`src/rtl/rib_timer_slave.sv`:
```
// rib_timer_slave: programmable 32-bit timer responding on interconnect slave
// port 2. Prescaled up-counter with compare/period match, one-shot and
// periodic modes, sticky write-1-to-clear pending flag and a level interrupt.
//
// Bus semantics: there is no valid/ready handshake. A write is a single-cycle
// transfer committed at the rising edge where wr_en_i=1; a read is purely
// combinational from addr_i, so every transfer completes with zero wait states
// and the block never applies backpressure.
module rib_timer_slave #(
  parameter int PRESC_W = 16
) (
  input  logic        clk,
  input  logic        rst,
  input  logic [31:0] addr_i,
  input  logic [31:0] data_i,
  input  logic        wr_en_i,
  output logic [31:0] data_o,
  output logic        irq_o
);

  localparam logic [7:0] OFS_CTRL     = 8'h00;
  localparam logic [7:0] OFS_COUNT    = 8'h04;
  localparam logic [7:0] OFS_COMPARE  = 8'h08;
  localparam logic [7:0] OFS_STATUS   = 8'h0C;
  localparam logic [7:0] OFS_PRESCALE = 8'h10;

  // Architectural state
  logic [2:0]         ctrl;        // bit0 EN, bit1 ONESHOT, bit2 IRQ_EN
  logic [31:0]        count;
  logic [31:0]        compare;
  logic               pend;
  logic [PRESC_W-1:0] prescale;
  logic [PRESC_W-1:0] presc_cnt;

  // Only the low byte of the offset is decoded
  logic [23:0] unused_addr_hi;
  assign unused_addr_hi = addr_i[31:8];

  logic [7:0] ofs;
  assign ofs = addr_i[7:0];

  logic wr_ctrl, wr_count, wr_compare, wr_status, wr_prescale;
  assign wr_ctrl     = wr_en_i && (ofs == OFS_CTRL);
  assign wr_count    = wr_en_i && (ofs == OFS_COUNT);
  assign wr_compare  = wr_en_i && (ofs == OFS_COMPARE);
  assign wr_status   = wr_en_i && (ofs == OFS_STATUS);
  assign wr_prescale = wr_en_i && (ofs == OFS_PRESCALE);

  logic en, oneshot, irq_en;
  assign en      = ctrl[0];
  assign oneshot = ctrl[1];
  assign irq_en  = ctrl[2];

  // A tick fires when the prescaler reaches PRESCALE. A COUNT write suppresses
  // the match so a freshly loaded value is never compared in its load cycle.
  logic tick, match;
  assign tick  = en && (presc_cnt == prescale);
  assign match = tick && (count == compare) && !wr_count;

  // Prescaler: free-runs while enabled and wraps naturally at 2^PRESC_W, so a
  // PRESCALE lowered below the current presc_cnt costs one full wrap.
  always_ff @(posedge clk or posedge rst) begin
    if (rst)                      presc_cnt <= '0;
    else if (!en || wr_count || tick) presc_cnt <= '0;
    else                          presc_cnt <= presc_cnt + PRESC_W'(1);
  end

  // Counter: bus load wins over tick increment and match reload
  always_ff @(posedge clk or posedge rst) begin
    if (rst)           count <= '0;
    else if (wr_count) count <= data_i;
    else if (match)    count <= '0;
    else if (tick)     count <= count + 32'd1;
  end

  // Control: bus write wins over the one-shot auto-clear of EN
  always_ff @(posedge clk or posedge rst) begin
    if (rst)                     ctrl <= '0;
    else if (wr_ctrl)            ctrl <= data_i[2:0];
    else if (match && oneshot)   ctrl <= {ctrl[2:1], 1'b0};
  end

  // Pending flag: a match sets it even when a W1C lands in the same cycle
  always_ff @(posedge clk or posedge rst) begin
    if (rst)                         pend <= 1'b0;
    else if (match)                  pend <= 1'b1;
    else if (wr_status && data_i[0]) pend <= 1'b0;
  end

  // Plain configuration registers
  always_ff @(posedge clk or posedge rst) begin
    if (rst) begin
      compare  <= '0;
      prescale <= '0;
    end else begin
      if (wr_compare)  compare  <= data_i;
      if (wr_prescale) prescale <= data_i[PRESC_W-1:0];
    end
  end

  // Zero-latency read mux; unmapped offsets read 0
  always_comb begin
    data_o = 32'd0;
    case (ofs)
      OFS_CTRL:     data_o = {29'd0, ctrl};
      OFS_COUNT:    data_o = count;
      OFS_COMPARE:  data_o = compare;
      OFS_STATUS:   data_o = {31'd0, pend};
      OFS_PRESCALE: data_o = 32'(prescale);
      default:      data_o = 32'd0;
    endcase
  end

  assign irq_o = pend && irq_en;

endmodule
```
`config.mk`:
```
export PLATFORM = sky130hd
export DESIGN_NAME = rib_timer_slave
export DESIGN_NICKNAME = d
export VERILOG_FILES = /design/src/rtl/rib_timer_slave.sv
export SDC_FILE = /design/constraint.sdc
export NUM_CORES = 1
export LEC_CHECK = 0
export CAP_MARGIN = 20
export CORE_UTILIZATION = 58
export DETAILED_ROUTE_END_ITERATION = 6
export HOLD_SLACK_MARGIN = 0.03
export PLACE_DENSITY = 0.86
export SLEW_MARGIN = 30
export SYNTH_ARGS = -nofsm -noshare
export SYNTH_HDL_FRONTEND = slang
export SYNTH_SLANG_ARGS = --single-unit
```
`constraint.sdc`:
```
create_clock -name clk -period 7.15 [get_ports clk]
set_input_delay 1.43 -clock clk [delete_from_list [all_inputs] [get_ports clk]]
set_output_delay 1.43 -clock clk [all_outputs]
set_load 0.05 [all_outputs]
```
==> results by group, run 1 <==
Die
  – Core area: 10,200 um^2
  – Die ar.: 10,900 um^2
  – Starting Density: 0.595
  – Chip Height: 104 um
  – Top-Level Pins: 100
  – Site Rows: 37
  – Die W: 104 um

Clock network
  – Clk sink count: 100
  – Postcts setup bufs: 0
  – CTS tree: done
  – Clock slew at reported path FFs: 100 ps
  – H-tree Lvls: 3
  – Worst skew pair latency: 370 ps
  – Clock Tree Root: clkbuf_8
  – Post_cts resized: 0
  – Hold_buf cts: 0
  – Max clock buf depth: 2
  – Num CTS Buffers: 9

Timing
  – Slew Viols, Final: 0
  – Final Hold Fails: 0
  – Worst Max-Slew Pin Slew: 1040 ps
  – Final Critical Period: 5470 ps
  – FMAX: 183 MHz
  – Final setup margin: 1690 ps
  – Worst slew margin: 0.307
  – Clock Skews: 8.84 ps
  – Final setup fails: 0
  – TNS Setup: 0 ps
  – RSZ-0062 raised after global routing: false
  – Tcrit/Tclk final: 0.764

Route
  – Vias: 5,450
  – Number of DRC markers in iteration 0: 677
  – Routed wire length per instance: 19.7 um
  – TritonRoute pass-1 iters: 7
  – Final WL: 16,200 um
  – Antenna Violating Nets Remaining: 0
  – Drt via density: 6.61
  – Number of remaining DRC errors: 17

Hold path
  – Hold Path Class: reg -> reg
  – Hold depth: 1
  – Worst hold start: pend
  – WHS Endpoint: pend

Setup path
  – Register-to-register setup slack: 3990 ps
  – Top fanout value on the critical path: 31
  – Critical Path Start: addr_i[1]
  – Worst EP required: 5720 ps
  – Reg2Reg Depth: 7
  – Critical path class: in -> out
  – Critical Path Sink Type: output pin
  – Crit Reg-Reg Endpoint: presc_cnt[13]
  – Worst Setup Start Kind: primary input
  – RR Startpoint: presc_cnt[0]
  – Critical path arrival: 4040 ps

Power
  – Sequential power share: 0.544
  – Clk network pwr share: 0.312
  – Switch share: 0.286
  – Pint: 0.840 mW
  – Switching power total: 0.337 mW
  – Combinational Power Share: 0.144
  – Pleak: 2.91 nW
  – PD cells: 167 nW/um^2
  – Worst vdd ir: 0.000123 V

Place
  – Placed insts: 809
  – Number of buffers added on ports: 75
  – Detailed Place HPWL: 11,300 um
  – Post-Place Worst Slack: 1730 ps
  – GPL Wtd Cong: 0.939
  – Placement Cell Area: 6840 um^2

Logic synthesis
  – Cells after synthesis: 641
  – Synth cell types: 56
  – Mapped Area: 6090 um^2
  – Count leader, synth: dfrtp_1
  – Syn nets: 710
  – Yosys reg bits: 100
  – Synth Flop Type: dfrtp_1
  – Sequential fraction of the synthesis area: 0.411
  – Async set-reset flop share out of synthesis: 1.00
  – Yosys warns: 0
  – Syn_area_per_cell: 9.50 um^2
  – Post-synth EDFFs: 0
  – Synth area leader: dfrtp_1
  – Area contributors post-synth: dfrtp_1, mux2_2, xnor2_1
  – Post-synth top area share: 0.411
  – Commonest cells in the netlist: dfrtp_1, mux2_2, nor2_1, nand2_1, xnor2_1

Cells and area
  – Post-route insts no fill: 824
  – Layout cell share with drive strength beyond 1: 0.128
  – Design area: 7040 um^2
  – Synth-to-layout area growth: 15.6%
  – Fill count: 793
  – Fin util: 0.688
  – Nets: 753
  – Ant. Diodes: 0

Global route
  – Largest net degree at the start of global routing: 54
  – Number of global-route vias before repair: 5,121
  – Antenna violations before repair: 0
  – First-pass GRT wire length: 26,700 um
  – Global route overflow: 0
  – Global-route usage over all layers: 0.311

Flow run
  – Max_cap viols: 0

Run status
  – Status: complete, but fails checks
  – Failing checks: DRC
power by group through the flow:
stage          clock [mW]  sequential (mW)  combinational [mW]
3_5_place_dp            0            0.650               0.166
6_report            0.368            0.640               0.170
5_1_grt             0.392            0.645               0.184
4_1_cts             0.368            0.638               0.167
2_1_floorplan           0            0.627               0.119
3_3_place_gp            0            0.647               0.162
flip-flops by register name, summed over array words and instances, names as in the netlist:
signal,cells
compare,32
prescale,16
pend,1
ctrl,3
presc_cnt,16
count,32
layout make-up:
type	count	area [um^2]	share of cell area
Timing Repair Buffer	83	811	0.115
Clock inverter	4	50.0	0.00711
Clock buffer	11	141	0.0201
Inverter	22	85.1	0.0121
Tap cell	136	170	0.0242
Sequential cell	100	2500	0.355
Multi-Input combinational cell	468	3280	0.466
per-layer routing:
| layer | part of all wire | wire length, um | track usage |
|---|---|---|---|
| met5 | 0 | 0 | 0 |
| met4 | 0.022 | 354 | 0.116 |
| met3 | 0.079 | 1280 | 0.0451 |
| met2 | 0.47 | 7710 | 0.482 |
| met1 | 0.42 | 6880 | 0.442 |
logic make-up after synthesis:
| kind of cell | Yosys count | synth area share |
|---|---|---|
| AOI/OAI and AO/OA | 131 | 0.152 |
| adders and majority gates | 2 | 0.00411 |
| muxes | 55 | 0.103 |
| buffers and inverters | 73 | 0.0534 |
| DFF | 100 | 0.411 |
| xor gates and xnor gates | 62 | 0.0892 |
| and+or+nand+nor | 218 | 0.188 |
cell usage in the layout (no fill, tap or decap), drive strengths merged, types with 5 or more instances in the layout:
cell           instances
nand2                 45
clkbuf                11
mux2i                  5
buf                    8
clkdlybuf4s50         75
nor3                  30
xnor2                 39
a22oi                 23
xor2                  23
nor2                  46
dfrtp                100
mux2                  49
a21oi                 26
and2                   7
nand4                 23
nor4                  11
a22o                  17
a222oi                13
inv                   22
and4                   5
and3                   6
nand3                 26
a31oi                  8
o21ai                 23
metrics by stage:
stage               power [mW]  hold WS [ps]
finish                    1.18           529
global route              1.22           567
CTS                       1.17           541
detailed placement       0.815           524
global placement         0.809           509
floorplan                0.746           459
worst max-delay path: stages:
cell	delay, ps
clkdlybuf4s50_1	410
nor3_1	230
and2_1	260
nand2_1	100
nor3_2	110
buf_4	390
a222oi_1	190
inv_1	110
clkdlybuf4s50_1	800
how the worst max path moves through the flow:
| stage | depth (start not counted) | slack [ps] | endpoint |
|---|---|---|---|
| 2_1_floorplan | 6 | 2770 | data_o[1] |
| 3_3_place_gp | 9 | 1760 | data_o[15] |
| 3_5_place_dp | 9 | 1730 | data_o[15] |
| 4_1_cts | 9 | 1720 | data_o[15] |
| 5_1_grt | 9 | 1590 | data_o[15] |
| 6_report | 9 | 1690 | data_o[15] |
(Power assumes the default switching activity.)
==> run 2, diff against run 1 <==
--- a/config.mk
+++ b/config.mk
@@ -6,10 +6,10 @@
 export NUM_CORES = 1
 export LEC_CHECK = 0
 export CAP_MARGIN = 20
-export CORE_UTILIZATION = 58
+export CORE_UTILIZATION = 49
 export DETAILED_ROUTE_END_ITERATION = 6
 export HOLD_SLACK_MARGIN = 0.03
-export PLACE_DENSITY = 0.86
+export PLACE_DENSITY = 0.77
 export SLEW_MARGIN = 30
 export SYNTH_ARGS = -nofsm -noshare
 export SYNTH_HDL_FRONTEND = slang
==> constraint.sdc (replaced) <==
create_clock -name clk -period 4.9 [get_ports clk]
set_input_delay 0.98 -clock clk [delete_from_list [all_inputs] [get_ports clk]]
set_output_delay 0.98 -clock clk [all_outputs]
set_load 0.05 [all_outputs]
==> run 2 against run 1 <==
The flow now finishes without violations. Final cell count is 4.2% higher. Non-clock buffer count is 3 higher. Largest power group unchanged. Cell area is 6.1% higher.
==> results by group, run 2 (synthesis results as in run 1) <==
Run status
  – Status: finished clean

Cells and area
  – Most frequent cells in the layout: dfrtp_1, mux2_2, nor2_1
  – Synth-to-layout area growth: 22.7%
  – Ant. Diodes: 0 (unchanged)
  – Layout cell share with drive strength beyond 1: 0.174 (+0.0458)
  – Largest regs: compare x32, count x32
  – Post-route insts no fill: 859 (+4.2%)
  – Commonest non-fill, non-tap cell in the layout: dfrtp_1
  – Design area: 7470 um^2 (+6.1%)
  – Fin util: 0.620 (-0.0687)
  – Fill count: 996 (+26%)
  – Nets: 756 (+0.40%)

Setup path
  – Worst EP required: 3920 ps (-1800 ps)
  – Worst Setup Start Kind: primary input
  – Critical Path Start: addr_i[1]
  – Top fanout value on the critical path: 31 (unchanged)
  – Reg2Reg Depth: 7 (unchanged)
  – Critical path arrival: 3030 ps (-1010 ps)
  – Critical Path Sink Type: output pin
  – RR Startpoint: count[8]
  – Critical path class: in -> out

Power
  – Switching power total: 0.499 mW (+48%)
  – Worst vdd ir: 0.000137 V (+12%)
  – Pleak: 3.11 nW (+6.8%)
  – Switch share: 0.270 (-0.0162)
  – PD cells: 247 nW/um^2 (+48%)
  – Clk network pwr share: 0.360 (+0.048)
  – Sequential power share: 0.507 (-0.037)
  – Total Power: 1.85 mW (+57%)
  – Combinational Power Share: 0.134 (-0.010)
  – Pint: 1.35 mW (+61%)

Route
  – Vias: 5,371 (-1.4%)
  – Drt via density: 6.25 (-5.5%)
  – Final WL: 16,700 um (+2.7%)
  – Routed wire length per instance: 19.4 um (-1.5%)
  – Number of DRC markers in iteration 0: 616 (-9.0%)
  – Antenna Violating Nets Remaining: 0 (unchanged)
  – TritonRoute pass-1 iters: 6 (-1)
  – Number of remaining DRC errors: 0 (-17)

Clock network
  – Hold_buf cts: 0 (unchanged)
  – CTS tree: done
  – Post_cts resized: 0 (unchanged)
  – Clk sink count: 100 (unchanged)
  – H-tree Lvls: 3 (unchanged)
  – Postcts setup bufs: 0 (unchanged)
  – Max clock buf depth: 2 (unchanged)
  – Worst skew pair latency: 350 ps (-20 ps)
  – Clock slew at reported path FFs: 60 ps (-40 ps)
  – Clock Tree Root: clkbuf_16
  – Num CTS Buffers: 9 (unchanged)

Timing
  – TNS Setup: 0 ps (unchanged)
  – Final setup fails: 0 (unchanged)
  – Tcrit/Tclk final: 0.818
  – Worst slew margin: 0.358 (+0.0510)
  – FMAX: 250 MHz
  – Final setup margin: 892 ps (-793 ps)
  – Final Critical Period: 4010 ps
  – Slew Viols, Final: 0 (unchanged)
  – Final Hold Fails: 0 (unchanged)
  – Final hold slack: 523 ps (-5.44 ps)
  – RSZ-0062 raised after global routing: false
  – Worst Max-Slew Pin Slew: 962 ps (-75.3 ps)
  – Clock Skews: 7.63 ps (-1.21 ps)

Global route
  – Largest net degree at the start of global routing: 77 (+43%)
  – Number of global-route vias before repair: 5,114 (-0.14%)
  – Global route overflow: 0 (unchanged)
  – First-pass GRT wire length: 26,800 um (+0.65%)
  – Antenna violations before repair: 0 (unchanged)
  – Global-route usage over all layers: 0.269 (-0.0421)

Die
  – Site Rows: 40 (+8.1%)
  – Core area: 12,100 um^2 (+18%)
  – Chip Height: 113 um (+8.6%)
  – Starting Density: 0.505 (-0.0903)
  – Top-Level Pins: 100 (unchanged)
  – Die W: 113 um (+8.6%)
  – Die ar.: 12,900 um^2 (+18%)

Place
  – Number of buffers added on ports: 75 (unchanged)
  – Post-Place Worst Slack: 893 ps (-835 ps)
  – GPL Wtd Cong: 0.903 (-3.8%)
  – Placed insts: 844 (+4.3%)
  – Detailed Place HPWL: 11,800 um (+4.8%)
  – Placement Cell Area: 7200 um^2 (+5.2%)

Hold path
  – Hold depth: 1 (unchanged)
  – Worst hold start: pend
  – Hold Path Class: reg -> reg

Flow run
  – Max_cap viols: 0 (unchanged)
-- run 2: power by group through the flow --
| stage | Combinational [mW] | Sequential (mW) | Clock [mW] |
|---|---|---|---|
| final | 0.247 | 0.936 | 0.665 |
| after global routing | 0.267 | 0.942 | 0.712 |
| after CTS | 0.245 | 0.934 | 0.673 |
| after detailed placement | 0.243 | 0.949 | 0 |
| after global placement | 0.238 | 0.946 | 0 |
| after floorplan | 0.173 | 0.916 | 0 |
-- run 2: layout make-up --
cell class / instances / area, um^2 / area share
Tap cell: 168 / 210 / 0.0281
Inverter: 22 / 87.6 / 0.0117
Timing Repair Buffer: 86 / 1130 / 0.151
Clock buffer: 13 / 260 / 0.0348
Clock inverter: 2 / 10.0 / 0.00134
Multi-Input combinational cell: 468 / 3270 / 0.438
Sequential cell: 100 / 2500 / 0.335
-- run 2: metal layers --
metal  wire length [um]  share of wire  vias up  GRT usage
met5                  0              0        -          0
met4                500          0.030        0      0.118
met3               1270          0.076       45     0.0420
met2               7920           0.48      278      0.426
met1               6980           0.42     2616      0.366
li1                   -              -     2432          -
-- run 2: path summary, 6_finish.rpt --
check | slack, ps | end
worst max-delay path | 890 | data_o[15]
worst min-delay path | 520 | pend
worst max register to register | 1650 | ctrl[0]
worst min register to register | 520 | pend
max in group asynchronous | 2980 | count[12]
min in group asynchronous | 1130 | presc_cnt[1]
-- run 2: worst max-delay path, cell delays in order --
cell and delay (ps):
clkdlybuf4s50_1 400, nor3_1 250, and2_1 250, nand2_1 100
nor3_2 140, buf_4 390, a222oi_1 220, inv_1 140
buf_12 140
